### src/rtl/syn_pkg.sv
// Shared types and arithmetic helpers for the synapse pulse shaper.
// Optional drop counting is enabled by defining SYN_DROP_CNT_EN.
package syn_pkg;

  typedef enum logic [1:0] {
    IDLE    = 2'd0,
    HOLD    = 2'd1,
    DECAY   = 2'd2,
    REFRACT = 2'd3
  } synState_e;

  localparam int MAX_AMP_W = 32;
  localparam int DROP_W    = 8;

  // Helpers work at a fixed maximum width; callers cast to their own amplitude width.
  function automatic logic [MAX_AMP_W-1:0] sat_add(input logic [MAX_AMP_W-1:0] a,
                                                   input logic [MAX_AMP_W-1:0] b,
                                                   input int unsigned width);
    logic [MAX_AMP_W:0] sum;
    logic [MAX_AMP_W:0] limit;
    sum   = {1'b0, a} + {1'b0, b};
    limit = ((MAX_AMP_W+1)'(1) << width) - (MAX_AMP_W+1)'(1);
    if (sum > limit) begin
      return limit[MAX_AMP_W-1:0];
    end
    return sum[MAX_AMP_W-1:0];
  endfunction

  function automatic logic [MAX_AMP_W-1:0] decay_step(input logic [MAX_AMP_W-1:0] amp,
                                                      input int unsigned shift);
    logic [MAX_AMP_W-1:0] step;
    step = amp >> shift;
    if (step == '0) begin
      step = MAX_AMP_W'(1);
    end
    if (amp < step) begin
      return '0;
    end
    return amp - step;
  endfunction

endpackage

### src/rtl/synapse_channel.sv
// One synapse channel: IDLE/HOLD/DECAY/REFRACT FSM, amplitude and counter.
// With SYN_DROP_CNT_EN defined, also counts ignored fires in a saturating 8-bit counter.
module synapse_channel
  import syn_pkg::*;
#(
  parameter int AMP_W        = 8,
  parameter int HOLD_TIME    = 8,
  parameter int DECAY_SHIFT  = 2,
  parameter int REFRACT_TIME = 4
) (
  input  logic             clk,
  input  logic             reset,
  input  logic             fire_i,
  input  logic [AMP_W-1:0] weight_i,
  input  logic             retrig_en_i,
  output logic             active_o,
  output logic [AMP_W-1:0] amp_o
`ifdef SYN_DROP_CNT_EN
  ,
  output logic [DROP_W-1:0] dropCnt_o
`endif
);

  localparam int MAX_T = (HOLD_TIME > REFRACT_TIME) ? HOLD_TIME : REFRACT_TIME;
  localparam int CTR_W = $clog2(MAX_T + 1);
  localparam logic [CTR_W-1:0] HOLD_INIT = CTR_W'(HOLD_TIME - 1);
  localparam logic [CTR_W-1:0] REFR_INIT = (REFRACT_TIME > 0) ? CTR_W'(REFRACT_TIME - 1) : '0;

  synState_e        state_q, state_d;
  logic [AMP_W-1:0] amp_q, amp_d;
  logic [CTR_W-1:0] ctr_q, ctr_d;
  logic             active_q;

  logic [AMP_W-1:0] ampAdd;
  logic [AMP_W-1:0] ampDec;
  synState_e        decayState;
  logic [CTR_W-1:0] decayCtr;

  always_ff @(posedge clk or posedge reset) begin
    if (reset) begin
      state_q  <= IDLE;
      amp_q    <= '0;
      ctr_q    <= '0;
      active_q <= 1'b0;
    end else begin
      state_q  <= state_d;
      amp_q    <= amp_d;
      ctr_q    <= ctr_d;
      active_q <= (amp_d != '0);
    end
  end

  // A decay step that reaches zero leaves DECAY; otherwise the channel keeps decaying.
  always_comb begin
    ampAdd     = AMP_W'(sat_add(MAX_AMP_W'(amp_q), MAX_AMP_W'(weight_i), AMP_W));
    ampDec     = AMP_W'(decay_step(MAX_AMP_W'(amp_q), DECAY_SHIFT));
    decayState = DECAY;
    decayCtr   = ctr_q;
    if (ampDec == '0) begin
      if (REFRACT_TIME > 0) begin
        decayState = REFRACT;
        decayCtr   = REFR_INIT;
      end else begin
        decayState = IDLE;
        decayCtr   = '0;
      end
    end
  end

  always_comb begin
    state_d = state_q;
    amp_d   = amp_q;
    ctr_d   = ctr_q;
    unique case (state_q)
      IDLE: begin
        if (fire_i && (weight_i != '0)) begin
          state_d = HOLD;
          amp_d   = weight_i;
          ctr_d   = HOLD_INIT;
        end
      end
      HOLD, DECAY: begin
        if (fire_i && retrig_en_i) begin
          state_d = HOLD;
          amp_d   = ampAdd;
          ctr_d   = HOLD_INIT;
        end else if ((state_q == HOLD) && (ctr_q != '0)) begin
          ctr_d = ctr_q - CTR_W'(1);
        end else begin
          state_d = decayState;
          amp_d   = ampDec;
          ctr_d   = decayCtr;
        end
      end
      REFRACT: begin
        amp_d = '0;
        if (ctr_q == '0) begin
          state_d = IDLE;
        end else begin
          ctr_d = ctr_q - CTR_W'(1);
        end
      end
    endcase
  end

  assign active_o = active_q;
  assign amp_o    = amp_q;

`ifdef SYN_DROP_CNT_EN
  logic              dropEvent;
  logic [DROP_W-1:0] dropCnt_q;

  assign dropEvent = fire_i && ((state_q == REFRACT) ||
                     (((state_q == HOLD) || (state_q == DECAY)) && !retrig_en_i));

  always_ff @(posedge clk or posedge reset) begin
    if (reset) begin
      dropCnt_q <= '0;
    end else if (dropEvent && (dropCnt_q != {DROP_W{1'b1}})) begin
      dropCnt_q <= dropCnt_q + DROP_W'(1);
    end
  end

  assign dropCnt_o = dropCnt_q;
`endif

endmodule

### src/rtl/synapse_pulse_shaper.sv
// Multi-channel synaptic pulse shaper with a registered sum for the membrane integrator.
// Defining SYN_DROP_CNT_EN adds the per-channel drop_cnt output.
module synapse_pulse_shaper
  import syn_pkg::*;
#(
  parameter int N_CH         = 4,
  parameter int AMP_W        = 8,
  parameter int HOLD_TIME    = 8,
  parameter int DECAY_SHIFT  = 2,
  parameter int REFRACT_TIME = 4
) (
  input  logic                           clk,
  input  logic                           reset,
  input  logic [N_CH-1:0]                fire,
  input  logic [N_CH*AMP_W-1:0]          weight,
  input  logic                           retrig_en,
  output logic [N_CH-1:0]                syn_out,
  output logic [N_CH*AMP_W-1:0]          syn_amp,
  output logic [AMP_W+$clog2(N_CH)-1:0]  syn_sum
`ifdef SYN_DROP_CNT_EN
  ,
  output logic [N_CH*DROP_W-1:0]         drop_cnt
`endif
);

  localparam int SUM_W = AMP_W + $clog2(N_CH);

  logic [SUM_W-1:0] sum_d;
  logic [SUM_W-1:0] sum_q;

  for (genvar g = 0; g < N_CH; g++) begin : gen_ch
    synapse_channel #(
      .AMP_W       (AMP_W),
      .HOLD_TIME   (HOLD_TIME),
      .DECAY_SHIFT (DECAY_SHIFT),
      .REFRACT_TIME(REFRACT_TIME)
    ) u_ch (
      .clk        (clk),
      .reset      (reset),
      .fire_i     (fire[g]),
      .weight_i   (weight[g*AMP_W +: AMP_W]),
      .retrig_en_i(retrig_en),
      .active_o   (syn_out[g]),
      .amp_o      (syn_amp[g*AMP_W +: AMP_W])
`ifdef SYN_DROP_CNT_EN
      ,
      .dropCnt_o  (drop_cnt[g*DROP_W +: DROP_W])
`endif
    );
  end

  // The sum is taken from the registered amplitudes, so it trails syn_amp by one cycle.
  always_comb begin
    sum_d = '0;
    for (int i = 0; i < N_CH; i++) begin
      sum_d = sum_d + SUM_W'(syn_amp[i*AMP_W +: AMP_W]);
    end
  end

  always_ff @(posedge clk or posedge reset) begin
    if (reset) begin
      sum_q <= '0;
    end else begin
      sum_q <= sum_d;
    end
  end

  assign syn_sum = sum_q;

endmodule
### config.mk
export PLATFORM = sky130hd
export DESIGN_NAME = synapse_pulse_shaper
export DESIGN_NICKNAME = d
export VERILOG_FILES = /design/src/rtl/syn_pkg.sv /design/src/rtl/synapse_channel.sv /design/src/rtl/synapse_pulse_shaper.sv
export SDC_FILE = /design/constraint.sdc
export NUM_CORES = 1
export LEC_CHECK = 0
export CAP_MARGIN = 20
export CORE_UTILIZATION = 46
export CTS_CLUSTER_SIZE = 16
export DETAILED_ROUTE_END_ITERATION = 8
export GPL_TIMING_DRIVEN = 0
export PLACE_DENSITY = 0.67
export SYNTH_ARGS = -nofsm -noshare
export SYNTH_HDL_FRONTEND = slang
export SYNTH_SLANG_ARGS = --single-unit
### constraint.sdc
create_clock -name clk -period 9.05 [get_ports clk]
set_clock_uncertainty 0.2 [all_clocks]
set_input_delay 2.2625 -clock clk [delete_from_list [all_inputs] [get_ports clk]]
set_output_delay 2.2625 -clock clk [all_outputs]
set_load 0.01 [all_outputs]
==> flow_summary.toml <==
[run_status]
status = "complete, no violations"

[yosys]
synth-edff-count = 0
synth_top_area_frac = 0.217
synthMuxAreaShare = 0.0282
synth_ff_type = "dfrtp_1"
postSynthCellCount = 960
synth_area_mm2 = 0.00807
yosys.area_share.simple = 0.174
synth_cell_types = 91
synthAdderAreaFrac = 0.191
synth_xor_area_frac = 0.0375
netlist_top_cells_count = "nand2_1, ha_1, inv_1, dfrtp_1, o21ai_0"
yosysWarningCount = 0
yosysTopAreaCell = "dfrtp_1"
ys_seq_area_frac = 0.217
yosysMostFrequentCell = "nand2_1"
ys_ff_latch = 70
synth_top_family_by_area = "compound AO/OA/AOI/OAI gates"
synth-compound-area-share = 0.293
syn_avg_cell_area_um2 = 8.41
synthesis.nets = 1108
netlist_top_cells_area = "dfrtp_1, ha_1, fa_1"
synthArstFlopShare = 1.00

[floorplan]
io_pins = 85
start_util = 0.468
die-area_mm2 = 0.0181
row_count = 48
die_w_um = 134
coreArea_mm2 = 0.0172
die_y_um = 134

[min_path]
min_path_type = "reg -> reg"

[placed_design]
gp_congestion = 0.882
hpwl_mm = 17.1
io_buffer_count = 83
placed_cell_area_mm2 = 0.00919

[flow_run]
drv_cap = 0

[route]
via_count = 7663
avgViaCountPerCell = 5.97
drt_iter0_markers = 577
routed_wl_mm = 21.8
detail_route.first_pass.iterations = 6
drc_errors = 0
antenna_left = 0
routedWlPerCell_um = 17.0

[clock_network]
clk_latency_ns = 0.34
cts-resized-gates = 0
tritoncts = "done"
postCtsHoldBufs = 0
cts.path.max_buffers = 2
numCtsBuffers = 9
htreeDepth = 3
postCtsSetupRepairBufs = 0
clkSinkCount = 70
clk_pin_slew_ns = 0.06
cts_root_buffer = "clkbuf_16"

[global_routing]
grt_antenna_before_repair = 0
grt_pass1_vias = 7244
overflow = 0
grt_max_degree = 71
grtUsageTotal = 0.251
grt_first_pass_wirelength_mm = 36.1

[power_and_ir_drop]
powerDensity_mw_per_mm2 = 443
power_mw = 4.23
vdd_drop_max_mv = 0.202
leakage_nw = 4.11

[setup_path]
worstSetupPathDepth = 12
reg2regPathDepth = 14
startpoint = "weight[8]"
cp-end-kind = "flip-flop"
cp.buffers_inverters = 2
cp.required_ns = 9.12
slowest_delay_ns = 0.51
r2r-end = "gen_ch[0].u_ch.ctr_q[0]"
cp_common_cell = "a21oi_1"
crit_type = "in -> reg"
endpoint = "gen_ch[1].u_ch.active_o"
slowest_stage = "clkdlybuf4s50_1"
worst_setup_path_start_kind = "input pin"
worstPathMaxFanout = 7
critPathTopFamily = "compound AO/OA/AOI/OAI gates"
critical_path_arrival_ns = 5.23
r2r_start = "gen_ch[0].u_ch.amp_o[7]"
reg2reg_slack_ns = 4.66
path_cells = "clkdlybuf4s50_1 -> ha_1 -> inv_1 -> fa_1 -> nand2b_1 -> a21oi_1 -> o21ai_0 -> a21oi_1 -> a21oi_1 -> o32ai_1 -> nor2_1 -> nand4b_1"

[timing]
worst_slew_pin_slew_ns = 0.861
fmax_mhz = 194
fin_crit_sh = 0.571
slew_viol_final = 0
hold_violations = 0
fin_setup_tns_ns = 0
rsz0062_at_grt = "no"
fin_crit_ns = 5.17
relSlewSlack = 0.426
setup_violations = 0

[finish]
drive_gt1_frac = 0.0595
area_growth_pct = 18.2
stdcell_area_mm2 = 0.00954
nNetsFinal = 1202
diodes = 0
## through the flow
step	setup WS (ns)	std cells	util	hold WS [ns]
after global routing	3.52	1284	0.554	0.370
after global placement	3.59	1268	0.533	0.297
after floorplan	4.54	960	-	0.275
after detailed placement	3.58	1268	0.533	0.305
final	3.88	1284	0.554	0.313
after CTS	3.91	1284	0.554	0.317
## cells in the final DEF (no fill, tap or decap), types with 7 or more instances in the layout
| master | instances |
|---|---|
| or3_1 | 7 |
| or2_2 | 9 |
| nand3_1 | 13 |
| a31oi_1 | 15 |
| nor4_1 | 16 |
| fa_1 | 24 |
| ha_1 | 85 |
| a211oi_1 | 18 |
| o21bai_1 | 11 |
| nor2_1 | 48 |
| o22ai_1 | 12 |
| nor3b_1 | 10 |
| clkbuf_1 | 29 |
| o21a_1 | 7 |
| xnor2_1 | 20 |
| o211ai_1 | 11 |
| inv_1 | 79 |
| nand2_1 | 88 |
| o221ai_1 | 7 |
| nand2b_1 | 20 |
| nor3_1 | 14 |
| or4_1 | 10 |
| a221o_1 | 8 |
| a22oi_1 | 9 |
| dfrtp_1 | 70 |
| a21oi_1 | 65 |
| clkbuf_16 | 9 |
| xor2_1 | 12 |
| o31ai_1 | 7 |
| o21ai_0 | 68 |
| nor2b_1 | 14 |
| mux2i_1 | 19 |
| a221oi_1 | 8 |
| clkdlybuf4s50_1 | 83 |
| a21o_1 | 19 |
## worst min-delay path by stage
stage	startpoint	end	slack (ns)	cells after the start
after CTS	gen_ch[3].u_ch.state_q[1]	gen_ch[3].u_ch.state_q[1]	0.32	2
after global routing	gen_ch[0].u_ch.state_q[1]	gen_ch[0].u_ch.state_q[1]	0.37	2
after floorplan	gen_ch[0].u_ch.state_q[1]	gen_ch[0].u_ch.state_q[1]	0.27	2
after global placement	gen_ch[0].u_ch.state_q[1]	gen_ch[0].u_ch.state_q[1]	0.30	2
final	gen_ch[3].u_ch.state_q[1]	gen_ch[3].u_ch.state_q[1]	0.31	2
after detailed placement	gen_ch[3].u_ch.state_q[1]	gen_ch[3].u_ch.state_q[1]	0.31	2
## cell families after synthesis
logic type	after synthesis
buffers and inverters	118
adder cells (fa/ha/maj)	109
multiplexers	22
AND/OR/NAND/NOR	274
flip-flops	70
XOR/XNOR	33
AO/OA/AOI/OAI	334
## where the power goes
part | total [mW] | internal [mW] | switching, mW | leakage, nW
Combinational | 3.12 | 1.37 | 1.76 | 3.08
Sequential | 0.684 | 0.464 | 0.220 | 0.860
Clock | 0.423 | 0.284 | 0.139 | 0.168
## area by class of cell
class                   instances  area [µm²]
multi-input cells             772        5840
plain buffers                  38         176
repair buffers                 83         831
flip-flops and latches         70        1750
fillers                      1609        7690
well taps                     225         282
clock buffers                  11         253
clock inverters                 5         105
inverters                      80         303
## flip-flops by register name, summed over array words and instances (netlist names)
| name | count |
|---|---|
| gen_ch.u_ch.active_o | 4 |
| gen_ch.u_ch.amp_o | 32 |
| gen_ch.u_ch.ctr_q | 16 |
| gen_ch.u_ch.state_q | 8 |
| syn_sum | 10 |
## tightest hold or removal path, cell delays in order (launching register included)
cell and delay [ns]:
dfrtp_1 0.36, nand2_1 0.05, o21ai_0 0.06
## layer usage
layer | global-route usage | wire (µm) | vias to the layer above
met4 | 0.0980 | 592 | 0
met5 | 0 | 0 | -
met2 | 0.417 | 10100 | 239
met3 | 0.0304 | 1160 | 41
li1 | - | - | 3758
met1 | 0.334 | 9980 | 3625
No activity file was read; power rests on OpenSTA's default activity.
